File: src/rtl/poly_oscillator.sv
// Multi-voice phase-accumulator oscillator: per-voice saw/square/triangle samples
// and their registered sum, refreshed once every SAMPLE_DIV clock cycles.
module poly_oscillator #(
    parameter int VOICES     = 4,
    parameter int PHASE_W    = 16,
    parameter int OUT_W      = 8,
    parameter int SAMPLE_DIV = 149,
    localparam int VW        = (VOICES > 1) ? $clog2(VOICES) : 1,
    localparam int MW        = OUT_W + $clog2(VOICES)
) (
    input  logic                    clk,
    input  logic                    nRst,
    input  logic                    enable,
    input  logic                    wr_en,
    input  logic [VW-1:0]           wr_voice,
    input  logic [PHASE_W-1:0]      wr_inc,
    input  logic [1:0]              wr_octave,
    input  logic [1:0]              wr_wave,
    input  logic                    wr_sync,
    output logic [VOICES*OUT_W-1:0] sample,
    output logic [MW-1:0]           mix,
    output logic                    sample_valid
);

    localparam int PW = $clog2(SAMPLE_DIV);

    typedef enum logic [1:0] {
        WAVE_SAW    = 2'd0,
        WAVE_SQUARE = 2'd1,
        WAVE_TRI    = 2'd2,
        WAVE_SILENT = 2'd3
    } wave_e;

    logic [PW-1:0]             presc_q, presc_d;
    logic                      tick;
    logic                      tick_q, tick_d;
    logic [PHASE_W-1:0]        phase_q [VOICES];
    logic [PHASE_W-1:0]        phase_d [VOICES];
    logic [PHASE_W-1:0]        inc_q   [VOICES];
    logic [PHASE_W-1:0]        inc_d   [VOICES];
    logic [1:0]                oct_q   [VOICES];
    logic [1:0]                oct_d   [VOICES];
    wave_e                     wave_q  [VOICES];
    wave_e                     wave_d  [VOICES];
    logic [VOICES*OUT_W-1:0]   sample_q, sample_d;
    logic [MW-1:0]             mix_q, mix_d;
    logic                      valid_q, valid_d;
    logic [VOICES*OUT_W-1:0]   shaped;
    logic [MW-1:0]             mix_sum;

    function automatic logic [OUT_W-1:0] shape(input logic [PHASE_W-1:0] p, input wave_e w);
        logic [OUT_W-1:0] t;
        logic [OUT_W-1:0] u;
        t = p[PHASE_W-1 -: OUT_W];
        u = p[PHASE_W-2 -: OUT_W];
        case (w)
            WAVE_SAW:    shape = t;
            WAVE_SQUARE: shape = p[PHASE_W-1] ? '1 : '0;
            WAVE_TRI:    shape = p[PHASE_W-1] ? ~u : u;
            default:     shape = '0;
        endcase
    endfunction

    // NOTE: every signal driven here gets a default first so no path can infer a latch.
    always_comb begin
        tick   = enable && (presc_q == PW'(SAMPLE_DIV - 1));
        tick_d = tick;
        if (!enable || tick) presc_d = '0;
        else                 presc_d = presc_q + PW'(1);

        // A tick always advances from the old config; a synced write wins over the tick.
        for (int v = 0; v < VOICES; v++) begin
            inc_d[v]   = inc_q[v];
            oct_d[v]   = oct_q[v];
            wave_d[v]  = wave_q[v];
            phase_d[v] = phase_q[v];
            if (tick) phase_d[v] = phase_q[v] + (inc_q[v] >> oct_q[v]);
            if (wr_en && (wr_voice == VW'(v))) begin
                inc_d[v]  = wr_inc;
                oct_d[v]  = wr_octave;
                wave_d[v] = wave_e'(wr_wave);
                if (wr_sync) phase_d[v] = '0;
            end
            if (!enable) phase_d[v] = '0;
        end

        shaped  = '0;
        mix_sum = '0;
        for (int v = 0; v < VOICES; v++) begin
            shaped[v*OUT_W +: OUT_W] = shape(phase_q[v], wave_q[v]);
            mix_sum = mix_sum + MW'(shaped[v*OUT_W +: OUT_W]);
        end

        sample_d = sample_q;
        mix_d    = mix_q;
        valid_d  = 1'b0;
        if (!enable) begin
            sample_d = '0;
            mix_d    = '0;
        end else if (tick_q) begin
            sample_d = shaped;
            mix_d    = mix_sum;
            valid_d  = 1'b1;
        end
    end

    // NOTE: state updates use non-blocking assignments so every flop samples pre-edge values.
    // NOTE: the config arrays are reset too, since a voice must come up silent.
    always_ff @(posedge clk or negedge nRst) begin
        if (!nRst) begin
            presc_q  <= '0;
            tick_q   <= 1'b0;
            sample_q <= '0;
            mix_q    <= '0;
            valid_q  <= 1'b0;
            for (int v = 0; v < VOICES; v++) begin
                phase_q[v] <= '0;
                inc_q[v]   <= '0;
                oct_q[v]   <= '0;
                wave_q[v]  <= WAVE_SILENT;
            end
        end else begin
            presc_q  <= presc_d;
            tick_q   <= tick_d;
            sample_q <= sample_d;
            mix_q    <= mix_d;
            valid_q  <= valid_d;
            for (int v = 0; v < VOICES; v++) begin
                phase_q[v] <= phase_d[v];
                inc_q[v]   <= inc_d[v];
                oct_q[v]   <= oct_d[v];
                wave_q[v]  <= wave_d[v];
            end
        end
    end

    assign sample       = sample_q;
    assign mix          = mix_q;
    assign sample_valid = valid_q;

endmodule

File: config.mk
export PLATFORM = sky130hd
export DESIGN_NAME = poly_oscillator
export DESIGN_NICKNAME = d
export VERILOG_FILES = /design/src/rtl/poly_oscillator.sv
export SDC_FILE = /design/constraint.sdc
export NUM_CORES = 1
export LEC_CHECK = 0
export ABC_CLOCK_PERIOD_IN_PS = 5500
export BUFFER_PORTS_ARGS = -buffer_cell sky130_fd_sc_hd__buf_4
export CAP_MARGIN = 20
export CORE_MARGIN = 5
export CORE_UTILIZATION = 61
export CTS_CLUSTER_DIAMETER = 120
export DETAILED_ROUTE_END_ITERATION = 8
export PLACE_DENSITY = 0.82
export SYNTH_ARGS = -nofsm -noshare
export SYNTH_HDL_FRONTEND = slang
export SYNTH_SLANG_ARGS = --single-unit
export TNS_END_PERCENT = 30
File: constraint.sdc
create_clock -name clk -period 5.5 [get_ports clk]
set_input_delay 0 -clock clk [delete_from_list [all_inputs] [get_ports clk]]
set_output_delay 0 -clock clk [all_outputs]
set_load 0.05 [all_outputs]
Word level (Yosys, flattened, before mapping)

Cells that the tools add are included.

Mux-type cells: 35
Bitwise logic cells: 4
Add/subtract/negate cells: 8
Shift operators: 4
Reduce and logical (&&, ||, !) cells: 12
Equality and inequality tests: 13

Operators with widths:

| kind                                                            | count |
|---|---|
| 16-bit 2-to-1 mux                                               | 16 |
| 8-bit case mux with 3 select lines                              | 4 |
| 8-bit 2-to-1 mux                                                | 9 |
| 16-bit adder                                                    | 4 |
| 32-bit 2-to-1 mux                                               | 2 |
| 16-bit by 2-bit >> shifter with 16-bit output                   | 4 |
| 8-bit NOT                                                       | 4 |
| 10-bit 2-to-1 mux                                               | 2 |
| 2-bit == test, second input constant                            | 6 |
| 10-bit by 8-bit adder with 10-bit output                        | 1 |
| 9-bit by 8-bit adder with 10-bit output                         | 1 |
| 2-bit by 1-bit == test with 1-bit output, second input constant | 5 |
| 2-bit zero test                                                 | 5 |
| 8-bit by 8-bit adder with 9-bit output                          | 1 |
| 8-bit by 1-bit adder with 8-bit output, second input constant   | 1 |
| 8-bit == test, second input constant                            | 1 |
| 1-bit logical AND                                               | 5 |
| 1-bit 2-to-1 mux                                                | 2 |
| 2-bit by 1-bit != test with 1-bit output, second input constant | 1 |
| 1-bit zero test                                                 | 1 |
| 1-bit logical OR                                                | 1 |

Output and inout bits: 43
Word-level logic and storage cells: 97
Register bits after elaboration: 196
Input bits: 27

Longest topological paths before layout

Depth after elaboration: 8
Mapped depth: 17
Mapped depth without buffers: 16

Least setup slack after synthesis

No wires, ideal clock.

Path type: reg2reg
Start point: register wave_q[5] (netlist name)
End point: register mix_q[7], in the netlist mix[7]
Path buffers: 1
Data arrival time: 3.814 ns
Stages on the path, launching flop included: 15
Period minus slack after synthesis: 3.940 ns
Slack: 1.560 ns
Required time: 5.374 ns
Library setup time: 0.126 ns
Cells stage by stage: dfstp_2 > clkbuf_1 > nand2b_1 > o21ai_0 > a21oi_1 > fa_1 > fa_1 > inv_1 > ha_1 > fa_1 > a21o_1 > a21oi_1 > o21ai_0 > a21o_1 > a221o_1

Cells in the longest elaborated chain, start to end: 7
Elaborated cells between the ends (all ways): 9
Classes of those cells: add/sub: 3; eq/ne: 2; mux: 3; reduce/logical: 1

Ends and longest elaborated chain:

| what                                         | line | source |
|---|---|---|
| from (decl)                                  | 43   | `wave_e wave_q [VOICES];` |
| from (signal, indexed assignment)            | 132  | `wave_q[v] <= wave_d[v];` |
| 2-bit == test (tied with other cells)        | 56   | `case (w)` |
| 8-bit case mux with 3 select lines (*)       | 56   |  |
| 8-bit by 8-bit adder with 9-bit output (*)   | 91   | `mix_sum = mix_sum + MW'(shaped[v*OUT_W +: OUT_W]);` |
| 9-bit by 8-bit adder with 10-bit output (*)  | 91   |  |
| 10-bit by 8-bit adder with 10-bit output (*) | 91   |  |
| 10-bit 2-to-1 mux (*)                        | 100  | `end else if (tick_q) begin` |
| 10-bit 2-to-1 mux (*)                        | 97   | `if (!enable) begin` |
| to (signal assigned)                         | 126  | `mix_q <= mix_d;` |
| to (decl)                                    | 46   | `logic [MW-1:0] mix_q, mix_d;` |

Every way passes the cells marked *; elsewhere a longest branch is shown, timed or not. The select of a mux whose other input is x is not followed.
A chain may end at the register's enable or synchronous reset.

Worst setup path in the final report

Start point: register wave_q[3] (netlist name)
End point: register mix_q[7], in the netlist mix[7]

Cells in the longest elaborated chain, start to end: 6
Elaborated cells between the ends (all ways): 8
Classes of those cells: add/sub: 2; eq/ne: 2; mux: 3; reduce/logical: 1

Ends and longest elaborated chain:

| what                                         | line |
|---|---|
| 2-bit == test (tied with other cells)        | 56 |
| 8-bit case mux with 3 select lines (*)       | 56 |
| 9-bit by 8-bit adder with 10-bit output (*)  | 91 |
| 10-bit by 8-bit adder with 10-bit output (*) | 91 |
| 10-bit 2-to-1 mux (*)                        | 100 |
| 10-bit 2-to-1 mux (*)                        | 97 |

Marked as above.

==> impl_metrics.json <==
{
  "status": "completed",
  "start_util_pct": 61.9,
  "total_power_mw": 4.15,
  "yosysMostFrequentCell": "dfrtp_1",
  "async_flop_share_pct": 100,
  "num_antenna_cells": 0,
  "hp-class": "input port to flip-flop",
  "syn-num-nets": 1458,
  "grt_usage_pct": 25.4,
  "clock_skew_ns": 0.0122,
  "hold-worst-slack_ns": 0.0523,
  "antenna_found_initial": 0,
  "die_h_um": 159,
  "layout-drive-gt1-share_pct": 18.4,
  "first_pass_iters": 6,
  "cellPowerDensity_mw_per_mm2": 279,
  "r2r_cells": 14,
  "startpoint_type": "flip-flop",
  "rows": 54,
  "fin_ws_ns": 1.29,
  "cts.path.max_buffers": 2,
  "worstPathRequired_ns": 5.82,
  "yosysWarningCount": 0,
  "fillers": 1600,
  "postLayoutCoreUtil_pct": 68.2,
  "fp.dieW_um": 159,
  "synth.yosys.seq_area_share_pct": 36.4,
  "synth_top_flop_cell": "dfrtp_1",
  "wl_per_cell_um": 19.3,
  "cp.arrival_ns": 4.53,
  "pin_count": 70,
  "synth_top_cells_by_count": "dfrtp_1, a21oi_1, o21ai_0, nand2_1, mux2_2",
  "multi_input_area_mm2": 0.00814,
  "holdPathStages": 2,
  "synth_top_area_share_pct": 34.9,
  "ir_drop_v": 0.000236,
  "clock_latency_ns": 0.44,
  "synth-edff-count": 0,
  "routed_wl_um": 32200,
  "synth_seq_cells": 196,
  "critPathCaptureType": "flip-flop",
  "yosysUniqueCellTypes": 57,
  "p_leak_nw": 6.90,
  "rsz0062_at_grt": "no",
  "fmax_ghz": 0.238,
  "post-dp-hpwl_um": 23300,
  "grt_overflow": 0,
  "drc": 0,
  "cap_violations": 0,
  "setup_viol": 0,
  "numCtsBuffers": 17,
  "grt_first_pass_wirelength_um": 53100,
  "drtAntennaViolNets": 0,
  "report.final.slew_viol_count": 0,
  "regArea_mm2": 0.00492,
  "yosysTopAreaCell": "dfrtp_1",
  "min_from": "enable",
  "tns_ns": 0,
  "cts_resized": 0,
  "fin_crit_sh_pct": 76.5,
  "viasPerCell": 6.42,
  "clkTransAtPathRegs_ns": 0.07,
  "critPathKind": "flip-flop to flip-flop",
  "max_slew.worst_pin.slew_ns": 1.10,
  "hold_viol": 0,
  "die_area_mm2": 0.0252,
  "synthCells": 1340,
  "core_mm2": 0.0218,
  "tritoncts": "built",
  "hold_end": "sample[9]",
  "r2r_start": "wave_q[3]",
  "cts_max_level": 4,
  "avgSynthCellArea_um2": 10.1,
  "area_growth_pct": 10.2,
  "grt_pass1_vias": 10275,
  "io_buffers": 69,
  "dr.first_iter.drc_count": 1005,
  "pre_cts_ws_ns": 1.29,
  "cts_root_buf": "clkbuf_16",
  "nets": 1495,
  "grt_max_degree": 90,
  "min_period_ns": 4.21,
  "crit_fanout": 12,
  "ys_top_cells_by_area": "dfrtp_1, mux4_2, mux2_2",
  "synth_area_mm2": 0.0135,
  "cts_sinks": 196,
  "vias": 10723,
  "reg2reg_to": "mix[7]",
  "gp_congestion": 0.926,
  "reg2reg_slack_ns": 1.29,
  "slew_headroom_pct": 26.6
}
## state kept, by name, summed over array words and instances (netlist names), 8 cells and up
signal   cells
wave_q       8
oct_q        8
mix         10
sample      32
presc_q      8
inc_q       64
phase_q     64
## power by group
group	total [mW]	internal (mW)	switching (mW)
sequential	1.79	1.56	0.227
clock	1.21	0.602	0.610
combinational	1.15	0.593	0.557
total	4.15	2.76	1.39
## layer usage
metal / vias to the layer above / global-route usage, % / part of all wire [%]
met1: 5211 / 35.9 / 44
li1: 5022 / - / -
met5: - / 0 / 0
met2: 422 / 39.4 / 47
met3: 68 / 4.22 / 6.5
met4: 0 / 9.97 / 3.1
## placed cells by master, fill, tap and decap left out, types with 6 or more instances in the layout
cell,instances
xnor2_1,29
nor3_1,11
dfstp_2,8
clkbuf_16,17
nand4_1,9
and3_1,10
o21ai_0,119
nor3b_1,12
dlygate4sd3_1,21
a311oi_1,7
a31oi_1,22
and2_1,6
o21bai_1,7
ha_1,71
a21o_1,13
nor2_1,71
o21a_1,18
nand2_1,87
nand2b_1,21
mux2_2,80
o211a_1,36
inv_1,32
nand3_1,27
mux2i_1,25
dfrtp_1,187
mux4_2,48
fa_1,20
a211oi_1,6
nor2b_1,43
xor2_1,29
a21oi_1,158
buf_4,75
o211ai_1,11
## kinds of logic (layout without fill, tap and decap cells)
group           Yosys count  after routing  synth area share, %
flops                   196            196                 36.4
simple gates            312            312                 11.5
buf+inv                 111            161                 3.40
compound gates          419            419                 18.8
xor+xnor                 58             58                 3.76
fa+ha+maj                91             91                 9.55
mux                     153            153                 16.5
## worst max-delay path by stage
stage                   to       from  depth (start not counted)  slack, ns
finish              mix[7]  wave_q[3]                         14       1.29
global route        mix[7]  wave_q[3]                         14        1.0
CTS                 mix[7]  wave_q[3]                         14       1.30
detailed placement  mix[7]  wave_q[3]                         14       1.29
global placement    mix[7]  wave_q[3]                         14       1.45
floorplan           mix[7]  wave_q[5]                         14       1.56
## what timing repair did
action                                 in CTS  in global routing
hold buffers                               21                  0
endpoints found under the hold margin     159                  0
setup endpoints to repair                   0                  0
buffers inserted                            0                  0
## cell type report
| type | count | area share, % |
|---|---|---|
| Clock buffer | 17 | 2.86 |
| Clock inverter | 15 | 0.975 |
| Tap cell | 280 | 2.35 |
| Inverter | 32 | 0.807 |
| Timing Repair Buffer | 97 | 5.29 |
| Multi-Input combinational cell | 1033 | 54.7 |
| Sequential cell | 196 | 33.0 |
## metrics by stage
stage	area (µm²)	cells
final	14900	1670
after global routing	14900	1670
after CTS	14900	1670
after detailed placement	14100	1617
after global placement	14100	1617
after floorplan	13500	1340
## worst max-delay path: stages (launching register included)
cell and delay [ns]:
dfstp_2 0.62, nor2b_1 0.41, a21oi_1 0.13, nor2_1 0.11, a21oi_1 0.08, fa_1 0.53
fa_1 0.51, inv_1 0.04, ha_1 0.21, fa_1 0.41, a21o_1 0.19, a21oi_1 0.22
o21ai_0 0.12, a21o_1 0.21, a221o_1 0.29
Note: power is estimated with default switching activity, not from simulation.
